`src/rtl/instr_seq.sv`:
```
// Instruction sequencer: buffers up to DEPTH {word, hold} entries and plays them onto the core's instru port.
// Optional INSTR_SEQ_STALL_EN adds a stall input that freezes playback in place.
module instr_seq #(
  parameter int IW     = 32,
  parameter int DEPTH  = 16,
  parameter int HOLD_W = 16,
  localparam int CW    = $clog2(DEPTH + 1),
  localparam int AW    = $clog2(DEPTH)
) (
  input  logic              clk,
  input  logic              rst,
  input  logic              wr_en,
  input  logic [IW-1:0]     wr_data,
  input  logic [HOLD_W-1:0] wr_hold,
  input  logic              clear,
  input  logic              start,
  input  logic              stop,
  input  logic              loop,
`ifdef INSTR_SEQ_STALL_EN
  input  logic              stall,
`endif
  output logic [IW-1:0]     instru,
  output logic              instr_valid,
  output logic              busy,
  output logic              done,
  output logic              full,
  output logic [CW-1:0]     count
);

  typedef enum logic [1:0] {IDLE, PLAY, DONE} state_t;

  localparam logic [AW-1:0] FIRST = '0;

  state_t            state;
  logic [AW-1:0]     rd_idx;
  logic [HOLD_W-1:0] hold_cnt;
  logic              loop_q;

  logic [IW-1:0]     data_mem [DEPTH];
  logic [HOLD_W-1:0] hold_mem [DEPTH];

  logic              stall_i;
  logic              wr_ok;
  logic              last;
  logic [AW-1:0]     nxt_idx;

`ifdef INSTR_SEQ_STALL_EN
  assign stall_i = stall;
`else
  assign stall_i = 1'b0;
`endif

  assign full    = (count == CW'(DEPTH));
  // A write only lands when neither clear nor start claims the cycle.
  assign wr_ok   = (state == IDLE) && !clear && !start && wr_en && !full;
  assign last    = (rd_idx == AW'(count - CW'(1)));
  assign nxt_idx = rd_idx + AW'(1);

  always_ff @(posedge clk) begin
    if (wr_ok) begin
      data_mem[count[AW-1:0]] <= wr_data;
      hold_mem[count[AW-1:0]] <= wr_hold;
    end
  end

  always_ff @(posedge clk or negedge rst) begin
    if (!rst) begin
      state       <= IDLE;
      count       <= '0;
      rd_idx      <= '0;
      hold_cnt    <= '0;
      loop_q      <= 1'b0;
      instru      <= '0;
      instr_valid <= 1'b0;
      busy        <= 1'b0;
      done        <= 1'b0;
    end else begin
      case (state)
        IDLE: begin
          done <= 1'b0;
          if (clear) begin
            count <= '0;
          end else if (start) begin
            if (count != '0) begin
              state       <= PLAY;
              loop_q      <= loop;
              rd_idx      <= FIRST;
              hold_cnt    <= hold_mem[FIRST];
              instru      <= data_mem[FIRST];
              instr_valid <= 1'b1;
              busy        <= 1'b1;
            end
          end else if (wr_ok) begin
            count <= count + CW'(1);
          end
        end
        PLAY: begin
          if (stop) begin
            state       <= IDLE;
            instru      <= '0;
            instr_valid <= 1'b0;
            busy        <= 1'b0;
          end else if (!stall_i) begin
            if (hold_cnt != '0) begin
              hold_cnt <= hold_cnt - HOLD_W'(1);
            end else if (last) begin
              if (loop_q) begin
                rd_idx   <= FIRST;
                hold_cnt <= hold_mem[FIRST];
                instru   <= data_mem[FIRST];
              end else begin
                state       <= DONE;
                instru      <= '0;
                instr_valid <= 1'b0;
                busy        <= 1'b0;
                done        <= 1'b1;
              end
            end else begin
              rd_idx   <= nxt_idx;
              hold_cnt <= hold_mem[nxt_idx];
              instru   <= data_mem[nxt_idx];
            end
          end
        end
        DONE: begin
          done  <= 1'b0;
          state <= IDLE;
        end
        default: state <= IDLE;
      endcase
    end
  end

endmodule

```
`config.mk`:
```
export PLATFORM = sky130hd
export DESIGN_NAME = instr_seq
export DESIGN_NICKNAME = d
export VERILOG_FILES = /design/src/rtl/instr_seq.sv
export SDC_FILE = /design/constraint.sdc
export NUM_CORES = 1
export LEC_CHECK = 0
export CORE_UTILIZATION = 58
export DETAILED_ROUTE_END_ITERATION = 10
export PLACE_DENSITY = 0.79
export SLEW_MARGIN = 20
export SYNTH_ARGS = -nofsm -noshare
export SYNTH_HDL_FRONTEND = slang
export SYNTH_SLANG_ARGS = --single-unit
export TNS_END_PERCENT = 20
```
`constraint.sdc`:
```
create_clock -name clk -period 7.9 [get_ports clk]
set_input_delay 1.58 -clock clk [delete_from_list [all_inputs] [get_ports clk]]
set_output_delay 1.58 -clock clk [all_outputs]
set_load 0.02 [all_outputs]
```
Word-level counts from Yosys, hierarchy flattened

Memories as Yosys holds them, arrays and structs flattened.
Index checks and enable logic that the tools add are counted.

Bits of input ports: 55
ROM bits: 0
Word-level logic and storage cells: 104
Memories: 2
Bits in latches: 0
Output and inout port bits: 41
Memory bits (writable): 768
Register bits after elaboration: 62

Equality and inequality tests: 17
Multiplexer cells: 50
Shifts and indexed selects: 0
Multipliers: 0
Magnitude comparators: 0
Reduce and logical (&&, ||, !) cells: 22
Bitwise operators: 1
Add/sub/neg operators: 4
Div/mod/pow operators: 0

Memories:

| memory   | words | bits a word | rd ports | clocked after Yosys merged registers in | write ports | RTL line | text |
|---|---|---|---|---|---|---|---|
| data_mem | 16    | 32          | 2        | 0                                       | 1           | 39       | `logic [IW-1:0] data_mem [DEPTH];` |
| hold_mem | 16    | 16          | 2        | 0                                       | 1           | 40       | `logic [HOLD_W-1:0] hold_mem [DEPTH];` |

Operators with widths:

| cell                  | number |
|---|---|
| $mux 32               | 7 |
| $mux 16               | 7 |
| $pmux 32 s2           | 1 |
| $pmux 16 s2           | 1 |
| $mux 4                | 7 |
| $reduce_bool 16->1    | 1 |
| $sub 16x1->16 const B | 1 |
| $mux 5                | 3 |
| $mux 2                | 7 |
| $ne 2x2->1 const B    | 7 |
| $reduce_and 7->1      | 2 |
| $mux 1                | 13 |
| $ne 3x3->1 const B    | 4 |
| $reduce_and 6->1      | 2 |
| $reduce_and 5->1      | 2 |
| $pmux 4 s2            | 1 |
| $reduce_bool 2->1     | 3 |
| $add 5x1->5 const B   | 1 |
| $eq 5x5->1 const B    | 1 |
| $reduce_bool 5->1     | 1 |
| $add 4x1->4 const B   | 1 |
| $eq 4x4->1            | 1 |
| $logic_and 1x1->1     | 4 |
| $ne 4x4->1 const B    | 1 |
| 12 further kinds      | 15 |

Logic depth before layout (Yosys ltp)

Depth in word-level cells: 8
Gate-level depth with buffers: 11

Worst setup path after synthesis

Ideal clock, no wire load.

Path type: input to register
Start point: in clear
End point: mem data_mem[4][0], enable pin
Cell stages on the path: 4
Setup slack: 2.106 ns
Data required time: 7.387 ns
Buffers on the path: 0
Data arrival time: 5.281 ns
Path through: nor2_1 -> and3_1 -> nand2_1 -> nor3_1

Longest elaborated chain between the ends: 7

Ends and longest elaborated chain:

| item                           | RTL line | text |
|---|---|---|
| start: declaration             | 15       | `input logic clear,` |
| $logic_not 1->1                | 55       | `assign wr_ok = (state == IDLE) && !clear && !start && wr_en && !full;` |
| $logic_and 1x1->1 (4 in a row) | 55       |  |
| $mux 1                         | 60       | `if (wr_ok) begin` |
| $mux 1 (implied by the code)   | 61       | `data_mem[count[AW-1:0]] <= wr_data;` |
| end: declaration               | 39       |  |

No other way between the ends.

Final worst setup path

Start point: reg rd_idx[0]
End point: reg instru[28]

Longest elaborated chain between the ends: 6
Elaborated cells between the ends (all ways): 7

Ends and longest elaborated chain:

| item                     | RTL line | text |
|---|---|---|
| start: declaration       | 35       | `logic [AW-1:0] rd_idx;` |
| start signal: assignment | 119      | `rd_idx <= nxt_idx;` |
| $add 4x1->4              | 57       | `assign nxt_idx = rd_idx + AW'(1);` |
| $mem_v2 16x32            | --       |  |
| $mux 32 (*)              | 106      | `end else if (last) begin` |
| $mux 32 (*)              | 104      | `if (hold_cnt != '0) begin` |
| $mux 32 (*)              | 98       | `if (stop) begin` |
| $pmux 32 s2 (*)          | 78       | `case (state)` |
| end signal: assignment   | 89       | `instru <= data_mem[FIRST];` |
| end signal: assignment   | 110      | `instru <= data_mem[FIRST];` |
| end signal: assignment   | 121      | `instru <= data_mem[nxt_idx];` |
| end: declaration         | 22       | `output logic [IW-1:0] instru,` |

Every way passes the cells marked *; elsewhere a longest branch is shown, timed or not. The select of a mux whose other input is x is not followed.
A chain may end at the register's enable or synchronous reset.

==> results.sh <==
export IMPL_outcome="finished clean"
export IMPL_synth_area_top_cells="edfxtp_1, mux4_2, dfrtp_1, mux2i_1, nand2_1"
export IMPL_crit_end="instru[28]$_DFFE_PN0P_"
export IMPL_antenna_found_initial=2
export IMPL_worstHoldPathType="flip-flop to flip-flop"
export IMPL_cpPeakStageDelay_ns=0.90
export IMPL_ys_ff_latch=830
export IMPL_slowest_stage="ha_4"
export IMPL_period_needed_ns=4.181
export IMPL_cts_hold_buf=0
export IMPL_async_flop_share_pct=7.470
export IMPL_syn_to_final_growth_pct=13.13
export IMPL_finalSetupTns_ns=0
export IMPL_overflow=0
export IMPL_core_um2=55520
export IMPL_grt_util_all_layers_pct=27.16
export IMPL_synth_nets=1664
export IMPL_post_cts_setup_buffers=0
export IMPL_rsz0062_at_grt="no"
export IMPL_cts_sinks=830
export IMPL_grt_pass1_wl_um=111800
export IMPL_synth_cell_area_um2=32840
export IMPL_drcViolationCount=0
export IMPL_relSlewSlack_pct=25.91
export IMPL_crit_start="rd_idx[0]$_DFFE_PN0P_"
export IMPL_synth_edf_count=768
export IMPL_fmaxAchievable_ghz=0.2392
export IMPL_r2r_slack_ns=3.72
export IMPL_required_ns=8.38
export IMPL_grt_pass1_vias=17230
export IMPL_drt_pass1_iterations=5
export IMPL_clk_pin_slew_worst_paths_ns=0.06
export IMPL_drv_cap=0
export IMPL_drt_iter0_drc=2069
export IMPL_avgSynthCellArea_um2=20.51
export IMPL_synthTopCellsByCount="edfxtp_1, mux4_2, nand2_1"
export IMPL_crit_chain="ha_4, buf_12, buf_4, mux4_2, mux2i_1, nand2_1, a32oi_1, a21oi_1"
export IMPL_synthCells=1601
export IMPL_ir_worst_vdd_mv=0.3124
export IMPL_ys_types=66
export IMPL_yosysSeqAreaShare_pct=74.95
export IMPL_drive_above_1_share_pct=21.16
export IMPL_worstMarginPinSlew_ns=1.111
export IMPL_finalSetupViolCount=0
export IMPL_fillers=3502
export IMPL_end_kind="flip-flop"
export IMPL_dp_hpwl_um=36920
export IMPL_ff2ff_path_depth=8
export IMPL_numPortBuffers=95
export IMPL_r2r_end="instru[28]$_DFFE_PN0P_"
export IMPL_finalCritPeriodShare_pct=52.92
export IMPL_synthFlopType="edfxtp_1"
export IMPL_ioPinCount=96
export IMPL_final_hold_violation_count=0
export IMPL_rr_startpoint="rd_idx[0]$_DFFE_PN0P_"
export IMPL_cts_buffers=82
export IMPL_clk_latency_ns=0.63
export IMPL_arrival_ns=4.66
export IMPL_multiInputGateArea_um2=7821
export IMPL_cp_max_fo=80
export IMPL_row_count=86
export IMPL_dieHeight_um=240.0
export IMPL_wl_per_cell_um=29.48
export IMPL_clockRootBuffer="clkbuf_16"
export IMPL_clock_tree_buffer_depth=3
export IMPL_power_density_nw_per_um2=318.8
export IMPL_yosysTopAreaCell="edfxtp_1"
export IMPL_synth_top_area_share_pct=70.23
export IMPL_yosysMostFrequentCell="edfxtp_1"
export IMPL_dieWidth_um=240.0
export IMPL_cts_resized_gates=0
export IMPL_place_congestion=0.8296
export IMPL_power_leakage_uw=0.01204
export IMPL_cts_tree="built"
export IMPL_nNetsFinal=1787
export IMPL_ys_warn_count=0
export IMPL_vias_per_cell=6.563
export IMPL_start_kind="flip-flop"
export IMPL_design_area_um2=37150
export IMPL_grt_max_degree=120
export IMPL_utilization_pct=66.91
export IMPL_register_area_um2=24620
export IMPL_antenna_left=0
export IMPL_dieArea_um2=57580
export IMPL_finalWirelength_um=74920
export IMPL_drv_slew=0
export IMPL_routed_via_count=16680
export IMPL_start_util_pct=59.15
export IMPL_finalClockSkew_ns=0.02452
export IMPL_htreeDepth=3
export IMPL_critPathKind="flip-flop to flip-flop"
export IMPL_place_area_um2=34610
[logic make-up after synthesis]
family | Yosys count | share of synthesized area (%)
DFF | 830 | 74.95
muxes | 281 | 16.34
and+or+nand+nor | 228 | 3.353
AOI/OAI and AO/OA | 140 | 2.884
buffers and inverters | 97 | 1.600
xor gates and xnor gates | 17 | 0.5677
adders and majority gates | 8 | 0.3048
[registers in the layout, indices dropped and copies added (netlist names)]
signal / flops
loop_q: 1
state: 2
data_mem: 512
busy: 1
hold_mem: 256
hold_cnt: 16
instru: 32
count: 5
done: 1
rd_idx: 4
[routing by layer]
| metal | part of all wire [%] | track usage, % | up-vias | wire length, um |
|---|---|---|---|---|
| met1 | 39 | 37.46 | 8751 | 29110 |
| li1 | - | - | 6880 | - |
| met4 | 2.9 | 8.917 | 2 | 2181 |
| met3 | 8.6 | 5.029 | 165 | 6441 |
| met2 | 50 | 44.40 | 879 | 37170 |
| met5 | 0.017 | 0 | - | 13 |
[final cells by class]
| type | count | share of cell area (%) |
|---|---|---|
| sequential | 830 | 66.26 |
| inverter | 11 | 0.1111 |
| antenna | 2 | 0.01347 |
| timing repair buffer | 125 | 3.226 |
| clock buffer | 115 | 6.102 |
| tap | 748 | 2.519 |
| clock inverter | 36 | 0.7173 |
| multi-input combinational | 674 | 21.05 |
[critical path, delay by kind of cell, from the launching register on]
kind | cells | cell delay (ns)
AO/OA/AOI/OAI | 2 | 0.41
flip-flops | 1 | 0.70
multiplexers | 2 | 0.74
buffers and inverters | 2 | 1.10
AND/OR/NAND/NOR | 1 | 0.09
adder cells (fa/ha/maj) | 1 | 0.90
[how the worst min path moves through the flow]
| stage | endpoint | start | cells past startpoint |
|---|---|---|---|
| after floorplan | hold_cnt[13]$_DFFE_PN0P_ | hold_cnt[13]$_DFFE_PN0P_ | 1 |
| after global placement | hold_cnt[13]$_DFFE_PN0P_ | hold_cnt[13]$_DFFE_PN0P_ | 1 |
| after detailed placement | instru[6]$_DFFE_PN0P_ | instru[6]$_DFFE_PN0P_ | 1 |
| after CTS | instru[6]$_DFFE_PN0P_ | instru[6]$_DFFE_PN0P_ | 1 |
| after global routing | instru[6]$_DFFE_PN0P_ | instru[6]$_DFFE_PN0P_ | 1 |
| final | instru[6]$_DFFE_PN0P_ | instru[6]$_DFFE_PN0P_ | 1 |
[cells in the final DEF, fill, tap and decap left out, drive strengths merged, types with 2 or more instances in the layout]
master / Yosys / layout
a21o: 2 / 2
a21oi: 48 / 48
a2bb2oi: 2 / 2
a31oi: 2 / 2
a32oi: 32 / 32
and2: 6 / 6
and3: 7 / 7
and4: 2 / 2
buf: 66 / 31
bufinv: 0 / 2
clkbuf: 20 / 115
clkdlybuf4s50: 0 / 94
clkinv: 0 / 30
dfrtp: 62 / 62
diode: 0 / 2
edfxtp: 768 / 768
ha: 8 / 8
inv: 11 / 14
mux2i: 76 / 76
mux4: 204 / 204
nand2: 91 / 91
nand2b: 2 / 2
nand3: 10 / 10
nand3b: 3 / 3
nand4: 6 / 6
nor2: 58 / 58
nor2b: 2 / 2
nor3: 14 / 14
nor3b: 4 / 4
nor4: 7 / 7
nor4bb: 2 / 2
o211ai: 5 / 5
o21a: 5 / 5
o21ai: 20 / 20
o22ai: 5 / 5
o31ai: 11 / 11
or3: 6 / 6
or4: 3 / 3
xnor2: 8 / 8
xor2: 8 / 8
[where the power goes]
| part | total (uW) | switching, uW | internal, uW |
|---|---|---|---|
| clock network | 3680 | 1610 | 2080 |
| registers | 5190 | 201 | 4990 |
| logic | 2980 | 1520 | 1450 |
[through the flow]
step	hold WS, ns	worst slack (ns)	power [uW]	std cells
global route	0.5350	3.441	12290	2540
detailed placement	0.4992	3.348	8235	2388
floorplan	0.4704	2.106	7435	1601
finish	0.5031	3.719	11850	2541
global placement	0.4972	3.422	8177	2388
CTS	0.5110	3.626	11920	2539
(Power assumes the default switching activity.)
